--- src/rtl/decode_pkg.sv ---
// Shared decode definitions: opcodes, ALU control codes, immediate formats
// and the per-instruction control bundle.
package decode_pkg;

  localparam logic [6:0] OP_LW  = 7'b0000011;
  localparam logic [6:0] OP_SW  = 7'b0100011;
  localparam logic [6:0] OP_R   = 7'b0110011;
  localparam logic [6:0] OP_I   = 7'b0010011;
  localparam logic [6:0] OP_BEQ = 7'b1100011;

  localparam logic [2:0] ALU_ADD = 3'b000;
  localparam logic [2:0] ALU_SUB = 3'b001;
  localparam logic [2:0] ALU_AND = 3'b010;
  localparam logic [2:0] ALU_OR  = 3'b011;
  localparam logic [2:0] ALU_SLT = 3'b101;

  typedef enum logic [1:0] {
    IMM_I = 2'd0,
    IMM_S = 2'd1,
    IMM_B = 2'd2
  } immsrc_e;

  typedef struct packed {
    logic regwrite;
    logic alusrc;
    logic memwrite;
    logic resultsrc;
    logic branch;
    logic illegal;
  } ctrl_t;

  // Only R, S and B formats carry a real rs2 field.
  function automatic logic uses_rs2(input logic [6:0] op);
    return (op == OP_R) || (op == OP_SW) || (op == OP_BEQ);
  endfunction

endpackage

--- src/rtl/decode_regfile.sv ---
// Architectural register file: 2 read / 1 write, x0 hardwired to zero,
// synchronous clear, write-first bypass so WB data is visible to D in the same cycle.
module decode_regfile
  import decode_pkg::*;
#(
  parameter int XLEN  = 32,
  parameter int NREGS = 32,
  localparam int RW   = $clog2(NREGS)
) (
  input  logic            clk,
  input  logic            rst,
  input  logic [RW-1:0]   i_ra1,
  input  logic [RW-1:0]   i_ra2,
  input  logic            i_we,
  input  logic [RW-1:0]   i_wa,
  input  logic [XLEN-1:0] i_wd,
  output logic [XLEN-1:0] o_rd1,
  output logic [XLEN-1:0] o_rd2
);

  logic [XLEN-1:0] r_mem [NREGS];
  logic            w_byp1;
  logic            w_byp2;

  always_ff @(posedge clk) begin
    if (rst) begin
      for (int i = 0; i < NREGS; i++) r_mem[i] <= '0;
    end else if (i_we && (i_wa != '0)) begin
      r_mem[i_wa] <= i_wd;
    end
  end

  assign w_byp1 = i_we && (i_wa == i_ra1);
  assign w_byp2 = i_we && (i_wa == i_ra2);

  assign o_rd1 = (i_ra1 == '0) ? '0 : (w_byp1 ? i_wd : r_mem[i_ra1]);
  assign o_rd2 = (i_ra2 == '0) ? '0 : (w_byp2 ? i_wd : r_mem[i_ra2]);

endmodule

--- src/rtl/decode_stage_pipe.sv ---
// RV32I decode stage with ID/EX pipeline register: decode, register read,
// immediate extension, load-use hazard detection and branch flush.
module decode_stage_pipe
  import decode_pkg::*;
#(
  parameter int XLEN   = 32,
  parameter int NREGS  = 32,
  parameter int ALUC_W = 3,
  localparam int RW    = $clog2(NREGS)
) (
  input  logic              clk,
  input  logic              rst,
  input  logic [31:0]       instr_d,
  input  logic [XLEN-1:0]   pc_d,
  input  logic [XLEN-1:0]   pcplus4_d,
  input  logic              valid_d,
  input  logic              flush_e,
  input  logic              regwrite_w,
  input  logic [RW-1:0]     rd_w,
  input  logic [XLEN-1:0]   result_w,
  output logic              stall_fd,
  output logic              valid_e,
  output logic              regwrite_e,
  output logic              alusrc_e,
  output logic              memwrite_e,
  output logic              resultsrc_e,
  output logic              branch_e,
  output logic              illegal_e,
  output logic [ALUC_W-1:0] aluctrl_e,
  output logic [XLEN-1:0]   rd1_e,
  output logic [XLEN-1:0]   rd2_e,
  output logic [XLEN-1:0]   imm_e,
  output logic [RW-1:0]     rs1_e,
  output logic [RW-1:0]     rs2_e,
  output logic [RW-1:0]     rd_e,
  output logic [XLEN-1:0]   pc_e,
  output logic [XLEN-1:0]   pcplus4_e
);

  logic [6:0]        w_op;
  logic [2:0]        w_f3;
  logic [RW-1:0]     w_rs1;
  logic [RW-1:0]     w_rs2;
  logic [RW-1:0]     w_rd;
  ctrl_t             w_dec;
  ctrl_t             w_ctrl;
  immsrc_e           w_immsrc;
  logic [ALUC_W-1:0] w_alu;
  logic [ALUC_W-1:0] w_aluc;
  logic [XLEN-1:0]   w_imm;
  logic [XLEN-1:0]   w_rd1;
  logic [XLEN-1:0]   w_rd2;
  logic              w_stall;
  logic              w_bubble;

  function automatic logic [ALUC_W-1:0] alu_op(input logic [2:0] f3, input logic sub);
    case (f3)
      3'b000:  return sub ? ALUC_W'(ALU_SUB) : ALUC_W'(ALU_ADD);
      3'b010:  return ALUC_W'(ALU_SLT);
      3'b110:  return ALUC_W'(ALU_OR);
      3'b111:  return ALUC_W'(ALU_AND);
      default: return ALUC_W'(ALU_ADD);
    endcase
  endfunction

  function automatic logic [XLEN-1:0] ext_imm(input logic [31:0] ins, input immsrc_e src);
    case (src)
      IMM_S:   return {{(XLEN-12){ins[31]}}, ins[31:25], ins[11:7]};
      IMM_B:   return {{(XLEN-13){ins[31]}}, ins[31], ins[7], ins[30:25], ins[11:8], 1'b0};
      default: return {{(XLEN-12){ins[31]}}, ins[31:20]};
    endcase
  endfunction

  assign w_op  = instr_d[6:0];
  assign w_f3  = instr_d[14:12];
  assign w_rd  = instr_d[7 +: RW];
  assign w_rs1 = instr_d[15 +: RW];
  assign w_rs2 = instr_d[20 +: RW];

  always_comb begin
    w_dec    = '0;
    w_immsrc = IMM_I;
    w_alu    = ALUC_W'(ALU_ADD);
    case (w_op)
      OP_LW: begin
        w_dec.regwrite  = 1'b1;
        w_dec.alusrc    = 1'b1;
        w_dec.resultsrc = 1'b1;
      end
      OP_SW: begin
        w_dec.alusrc   = 1'b1;
        w_dec.memwrite = 1'b1;
        w_immsrc       = IMM_S;
      end
      OP_R: begin
        w_dec.regwrite = 1'b1;
        w_alu          = alu_op(w_f3, instr_d[30]);
      end
      OP_I: begin
        w_dec.regwrite = 1'b1;
        w_dec.alusrc   = 1'b1;
        w_alu          = alu_op(w_f3, 1'b0);
      end
      OP_BEQ: begin
        w_dec.branch = 1'b1;
        w_immsrc     = IMM_B;
        w_alu        = ALUC_W'(ALU_SUB);
      end
      default: w_dec.illegal = 1'b1;
    endcase
  end

  // A non-instruction must never carry side-effecting controls into E.
  assign w_ctrl = valid_d ? w_dec : '0;
  assign w_aluc = valid_d ? w_alu : '0;
  assign w_imm  = ext_imm(instr_d, w_immsrc);

  decode_regfile #(
    .XLEN  (XLEN),
    .NREGS (NREGS)
  ) u_regfile (
    .clk   (clk),
    .rst   (rst),
    .i_ra1 (w_rs1),
    .i_ra2 (w_rs2),
    .i_we  (regwrite_w),
    .i_wa  (rd_w),
    .i_wd  (result_w),
    .o_rd1 (w_rd1),
    .o_rd2 (w_rd2)
  );

  // Load in E whose destination is read in D: hold F/D one cycle and bubble E.
  assign w_stall = valid_e && resultsrc_e && (rd_e != '0) && valid_d &&
                   ((rd_e == w_rs1) || (uses_rs2(w_op) && (rd_e == w_rs2)));
  assign stall_fd = w_stall;
  assign w_bubble = flush_e || w_stall;

  // ---- ID/EX boundary ----
  always_ff @(posedge clk) begin
    if (rst || w_bubble) begin
      valid_e     <= 1'b0;
      regwrite_e  <= 1'b0;
      alusrc_e    <= 1'b0;
      memwrite_e  <= 1'b0;
      resultsrc_e <= 1'b0;
      branch_e    <= 1'b0;
      illegal_e   <= 1'b0;
      aluctrl_e   <= '0;
      rd1_e       <= '0;
      rd2_e       <= '0;
      imm_e       <= '0;
      rs1_e       <= '0;
      rs2_e       <= '0;
      rd_e        <= '0;
      pc_e        <= '0;
      pcplus4_e   <= '0;
    end else begin
      valid_e     <= valid_d;
      regwrite_e  <= w_ctrl.regwrite;
      alusrc_e    <= w_ctrl.alusrc;
      memwrite_e  <= w_ctrl.memwrite;
      resultsrc_e <= w_ctrl.resultsrc;
      branch_e    <= w_ctrl.branch;
      illegal_e   <= w_ctrl.illegal;
      aluctrl_e   <= w_aluc;
      rd1_e       <= w_rd1;
      rd2_e       <= w_rd2;
      imm_e       <= w_imm;
      rs1_e       <= w_rs1;
      rs2_e       <= w_rs2;
      rd_e        <= w_rd;
      pc_e        <= pc_d;
      pcplus4_e   <= pcplus4_d;
    end
  end

endmodule

--- config.mk ---
export PLATFORM = sky130hd
export DESIGN_NAME = decode_stage_pipe
export DESIGN_NICKNAME = d
export VERILOG_FILES = /design/src/rtl/decode_pkg.sv /design/src/rtl/decode_regfile.sv /design/src/rtl/decode_stage_pipe.sv
export SDC_FILE = /design/constraint.sdc
export NUM_CORES = 2
export LEC_CHECK = 0
export BUFFER_PORTS_ARGS = -buffer_cell sky130_fd_sc_hd__buf_2
export CORE_MARGIN = 3
export CORE_UTILIZATION = 60
export DETAILED_ROUTE_END_ITERATION = 6
export GPL_ROUTABILITY_DRIVEN = 0
export PLACE_DENSITY = 0.86
export SLEW_MARGIN = 20
export SYNTH_ARGS = -nofsm -noshare
export SYNTH_HDL_FRONTEND = slang
export SYNTH_HIERARCHICAL = 1
export SYNTH_SLANG_ARGS = --single-unit
--- constraint.sdc ---
create_clock -name clk -period 3.2 [get_ports clk]
set_input_delay 0.96 -clock clk [delete_from_list [all_inputs] [get_ports clk]]
set_output_delay 0.96 -clock clk [all_outputs]
set_load 0.01 [all_outputs]
# [Word-level counts from Yosys, hierarchy flattened]
# Memories as Yosys holds them, arrays and structs flattened. A register that Yosys moved wholly into a read port is not among the register bits.
# Index checks and enable logic that the tools add are counted.
[totals] register_bits=102 ramBits=1024 output_inout_bits=186 word_cells=71 memories=1
[classes] n_eq_ne=12 n_mux=20 n_bitwise=1 n_reduce_logical=23
[mem_list] memory="u_regfile.r_mem" words=32 word_bits=32 read_ports=2 rd_clocked_by_memory_dff=2 write_ports=32 line="decode_regfile.sv:21" text="logic [XLEN-1:0] r_mem [NREGS];"
[ops] operator="two-way mux 32 bit" count=1
[ops] operator="OR reduction 32 bit" count=1
[ops] operator="case mux 12 bit (2 select lines)" count=1
[ops] operator="case mux 3 bit (3 select lines)" count=2
[ops] operator="== test 7 x 6 -> 1 bit, second input constant" count=2
[ops] operator="two-way mux 1 bit" count=13
[ops] operator="case mux 3 bit (4 select lines)" count=1
[ops] operator="== test 5 bit" count=2
[ops] operator="zero test 5 bit" count=2
[ops] operator="nonzero test 5 bit" count=2
[ops] operator="== test 7 x 2 -> 1 bit, second input constant" count=1
[ops] operator="== test 7 x 5 -> 1 bit, second input constant" count=1
[ops] operator="== test 7 bit, second input constant" count=1
[ops] operator="== test 3 bit, second input constant" count=2
[ops] operator="logical AND 1 bit" count=6
[ops] operator="OR reduction 2 bit" count=3
[ops] operator="OR reduction 3 bit" count=2
[ops] operator="logical OR 1 bit" count=5
[ops] operator="two-way mux 5 bit" count=1
[ops] operator="OR reduction 5 bit" count=1
[ops] operator="case mux 2 bit (2 select lines)" count=1
[ops] operator="== test 3 x 2 -> 1 bit, second input constant" count=1
[ops] operator="zero test 3 bit" count=1
[ops] operator="== test 2 x 1 -> 1 bit, second input constant" count=1
[ops] operator="other kinds (2)" count=2

# [Depth between registers and ports, before layout]
[depth] ltp_word=9 ltp_mapped=12 mapped_depth_nobuf=9

# [By module]
# Netlist, hierarchy kept.
[by_module_without_submodules] mod="decode_regfile" instances=1 cells_each=3740 area_per_inst_um2=54722.5
[by_module_without_submodules] mod="decode_stage_pipe" instances=1 cells_each=624 area_per_inst_um2=5571.6

# [Worst setup path after synthesis]
# OpenSTA, ideal clock, no wires.
[synth_path] path_kind="input port to flip-flop" start="in instr_d[21]" end="reg rd2_e[23] (read register of u_regfile.r_mem)" setup_time_ns=0.128 arrival_time_ns=2.810 t_required_ns=3.072 setup_slack_ns=0.262 cell_stages=9 path_buffers=3 path_cell_list="buf_2 -> buf_1 -> clkbuf_1 -> mux4_2 -> a2111oi_0 -> a21oi_1 -> a22o_1 -> nand2_1 -> a21oi_1"
[synth_via] elab_chain_len=7
[synth_lines] item="start: declaration" line="decode_stage_pipe.sv:13" text="input logic [31:0] instr_d,"
[synth_lines] item="== test 5 bit" line="decode_stage_pipe.sv:135" text="((rd_e == w_rs1) || (uses_rs2(w_op) && (rd_e == w_rs2)));"
[synth_lines] item="logical AND 1 bit" line="decode_stage_pipe.sv:135"
[synth_lines] item="logical OR 1 bit" line="decode_stage_pipe.sv:135"
[synth_lines] item="logical AND 1 bit" line="decode_stage_pipe.sv:134" text="assign w_stall = valid_e && resultsrc_e && (rd_e != '0) && valid_d &&"
[synth_lines] item="logical OR 1 bit" line="decode_stage_pipe.sv:137" text="assign w_bubble = flush_e || w_stall;"
[synth_lines] item="logical OR 1 bit" line="decode_stage_pipe.sv:141" text="if (rst || w_bubble) begin"
[synth_lines] item="OR reduction 2 bit (no source line)"
[synth_lines] item="end: declaration" line="decode_stage_pipe.sv:31" text="output logic [XLEN-1:0] rd2_e,"
# Parallel ways exist; a longest one is shown, timed or not.
# A chain may end at the register's enable or synchronous reset.

# [Final worst setup path]
[layout_path] start="in instr_d[23]" end="out stall_fd"
[layout_via] elab_chain_len=4
[layout_lines] item="== test 5 bit" line="decode_stage_pipe.sv:135"
[layout_lines] item="logical AND 1 bit" line="decode_stage_pipe.sv:135"
[layout_lines] item="logical OR 1 bit" line="decode_stage_pipe.sv:135"
[layout_lines] item="logical AND 1 bit" line="decode_stage_pipe.sv:134"
[layout_lines] item="end: declaration" line="decode_stage_pipe.sv:21" text="output logic stall_fd,"
# Every way passes these cells.

==> impl_metrics.yaml <==
placement:
  post_dp_cell_area_um2: 66000
  preCtsSetupSlack_ns: -0.445
  io_buffers: 323
  hpwlAfterDp_um: 140000
  dp.cells: 5916
synth:
  synth_xor_area_share_pct: 0.291
  synth_compound_area_share_pct: 7.42
  syn-instance-count: 4364
  syn-cell-area_um2: 60300
  synthSimpleGateAreaFrac_pct: 12.9
  ys_types: 58
  yosys-top-cells-area: "edfxtp_1 (51%), mux4_2 (14%), and2_1 (10%), dfxtp_1 (5.5%), mux2i_1 (4.7%)"
  synthFlopType: "edfxtp_1"
  synth_top_family_by_area: "multiplexers"
  ys_seq_elements: 1190
  synth_top_area_share_pct: 51.0
  avgSynthCellArea_um2: 13.8
  synth_seq_area_share_pct: 56.5
  synth_edf_count: 1024
  yosysWarningCount: 6
  synth.mux.area_fraction_pct: 19.3
  synthAdderAreaFrac_pct: 0.0415
  async_flop_share_pct: 0
  synth_area_leader_cell: "edfxtp_1"
critical_path:
  timing.rr.end: "rd2_e[7]"
  cp.arrival_ns: 2.14
  rr_startpoint: "u_regfile/r_mem[9][7]"
  critPathCaptureType: "output port"
  rr_worst_depth: 7
  cp-start-kind: "primary input"
  crit_path_start: "instr_d[23]"
  rrSetupSlack_ns: 0.60
  required_ns: 2.24
  crit_fanout: 6
  endpoint: "stall_fd"
  path_class: "in2out"
power:
  p_per_area_nw_per_um2: 532
  power.total_mw: 37.2
  vdd.ir_drop.worst_uv: 713
  power.leakage_nw: 26.3
route:
  drtPass1Iterations: 7
  drtIter0Drc: 9509
  vias: 46900
  drc: 40
  wl_per_cell_um: 37.2
  vias_per_cell: 7.61
  ant_nets: 0
  drt-total-wl_um: 229000
cells_and_area:
  fin_area_um2: 70000
  final_nets: 4887
  finalNonFillerCells: 6160
  drive_gt1_share_pct: 28.9
  fin_util_pct: 70.7
  area_delta_synth_final_pct: 16.1
floorplanning:
  initial_core_util_pct: 60.9
  die_x_um: 323
  fp.dieH_um: 323
  core_um2: 99000
  die_area_um2: 104000
  rows: 115
  ioPinCount: 324
timing:
  tightest_slew_ns: 1.28
  final-setup-viol-count: 0
  setup-tns-final_ns: 0
  slew_viol_final: 0
  hold_violations: 0
  fin_crit_sh_pct: 97.0
  slew_headroom_pct: 14.8
  post-route-min-period_ns: 3.10
  layout_setup_ws_ns: 0.0967
  fmax_ghz: 0.322
  rsz0062_at_grt: "false"
  whs_ns: 0.446
  fin_skew_ns: 0.0339
worst_hold_path:
  min_path_type: "in2reg"
  holdPathStages: 3
clock_network:
  clockBufferDepth: 3
  numCtsBuffers: 116
  cts_resized: 0
  clockRootBuffer: "clkbuf_16"
  clkLatencyLatePin_ns: 0.73
  post_cts_buffers: 0
  cts.sinks: 1190
  cts_tree: "yes"
  cts-hold-fix-buffers: 0
  path_clk_slew_ns: 0.06
  cts.htree.levels: 3
global_routing:
  grt_pass1_wl_um: 319000
  antenna_found_initial: 41
  grt-ovfl-total: 0
  grt_max_degree: 167
  grt_pass1_vias: 46200
  grtUsageTotal_pct: 43.5
job:
  maxCapViolCount: 0
outcome:
  outcome: "finished, violations left"
  failed_checks: "DRC"
-- registers in the layout, summed over array words and instances (netlist names), 3 cells and up --
signal	count
rs1_e	5
rd1_e	32
pc_e	32
u_regfile/r_mem	1024
pcplus4_e	32
aluctrl_e	3
rd_e	5
rd2_e	32
imm_e	13
rs2_e	5
-- worst min-delay path by stage --
stage	end	start	slack, ns
after floorplan	rd1_e[10]	u_regfile/r_mem[6][10]	0.80
after global placement	rd1_e[10]	u_regfile/r_mem[6][10]	0.94
after detailed placement	rd1_e[10]	u_regfile/r_mem[6][10]	0.97
after CTS	pc_e[27]	pc_d[27]	0.44
after global routing	pc_e[27]	pc_d[27]	0.45
final	imm_e[9]	instr_d[29]	0.45
-- cell usage in the layout (no fill, tap or decap), types with 9 or more instances in the layout --
| master | count |
|---|---|
| conb_1 | 32 |
| a211oi_1 | 11 |
| clkinv_2 | 19 |
| diode_2 | 28 |
| mux4_2 | 388 |
| buf_2 | 315 |
| a21oi_1 | 237 |
| mux2i_1 | 281 |
| clkbuf_16 | 120 |
| dfxtp_1 | 164 |
| a2111oi_0 | 23 |
| nand2_1 | 199 |
| o22ai_1 | 41 |
| bufinv_16 | 12 |
| o221a_2 | 18 |
| xnor2_1 | 20 |
| a32oi_1 | 9 |
| a221o_1 | 13 |
| a22oi_1 | 133 |
| buf_4 | 300 |
| clkbuf_1 | 20 |
| clkbuf_8 | 16 |
| or2_2 | 34 |
| nor2_1 | 12 |
| o21ai_0 | 17 |
| o211ai_1 | 11 |
| clkinv_1 | 12 |
| buf_12 | 102 |
| edfxtp_1 | 1024 |
| nor2_2 | 19 |
| and2_1 | 994 |
| a22o_1 | 55 |
| nand3_1 | 16 |
| nor2_4 | 17 |
| o221ai_1 | 42 |
-- layout make-up --
type	count	area (µm²)
fillers	5964	29000
repair buffers	721	5930
clock buffers	159	3320
well taps	1287	1610
flip-flops and latches	1190	34100
diodes	28	70.1
clock inverters	57	611
multi-input cells	2714	24400
inverters	4	15.0
-- cells in the mapped netlist, types with 5 or more instances --
| master | count |
|---|---|
| a2111oi_0 | 24 |
| a211oi_1 | 11 |
| a21oi_1 | 237 |
| a221o_1 | 13 |
| a221oi_1 | 7 |
| a22o_1 | 55 |
| a22oi_1 | 133 |
| a31oi_1 | 7 |
| a32oi_1 | 9 |
| and2_1 | 995 |
| buf_1 | 21 |
| buf_2 | 76 |
| buf_4 | 56 |
| buf_6 | 5 |
| clkbuf_1 | 329 |
| dfxtp_1 | 166 |
| edfxtp_1 | 1024 |
| mux2_2 | 5 |
| mux2i_1 | 281 |
| mux4_2 | 388 |
| nand2_1 | 199 |
| nand3_1 | 16 |
| nand3b_1 | 7 |
| nand4_1 | 8 |
| nor2_1 | 48 |
| nor2b_1 | 8 |
| o211ai_1 | 11 |
| o21ai_0 | 18 |
| o221a_2 | 18 |
| o221ai_1 | 42 |
| o22ai_1 | 41 |
| or2_2 | 34 |
| xnor2_1 | 20 |
-- report_power, final --
group / leakage, nW / switching, mW / internal (mW)
sequential: 11.1 / 0.544 / 17.7
clock: 1.92 / 6.04 / 8.19
combinational: 13.3 / 2.79 / 2.00
-- kinds of logic (layout without fill, tap and decap cells) --
family	after synthesis	count (layout)
buf+inv	491	941
simple gates	1337	1337
other cells	1	60
compound gates	649	649
fa+ha+maj	2	2
mux	674	674
xor+xnor	20	20
flops	1190	1190
-- layer usage --
metal | part of all wire, % | wire, µm | GRT usage [%]
met1 | 29 | 65600 | 49.6
met2 | 41 | 94500 | 61.5
met3 | 20 | 44700 | 22.4
met4 | 10 | 23600 | 34.7
met5 | 0.22 | 494 | 0.862
-- worst max-delay path, cell delays in order --
cell and delay (ns):
buf_2 0.31, xnor2_1 0.16, nand3_1 0.15, o22ai_4 0.18, and2_2 0.22, buf_2 0.15
No activity file was read; power rests on OpenSTA's default activity.
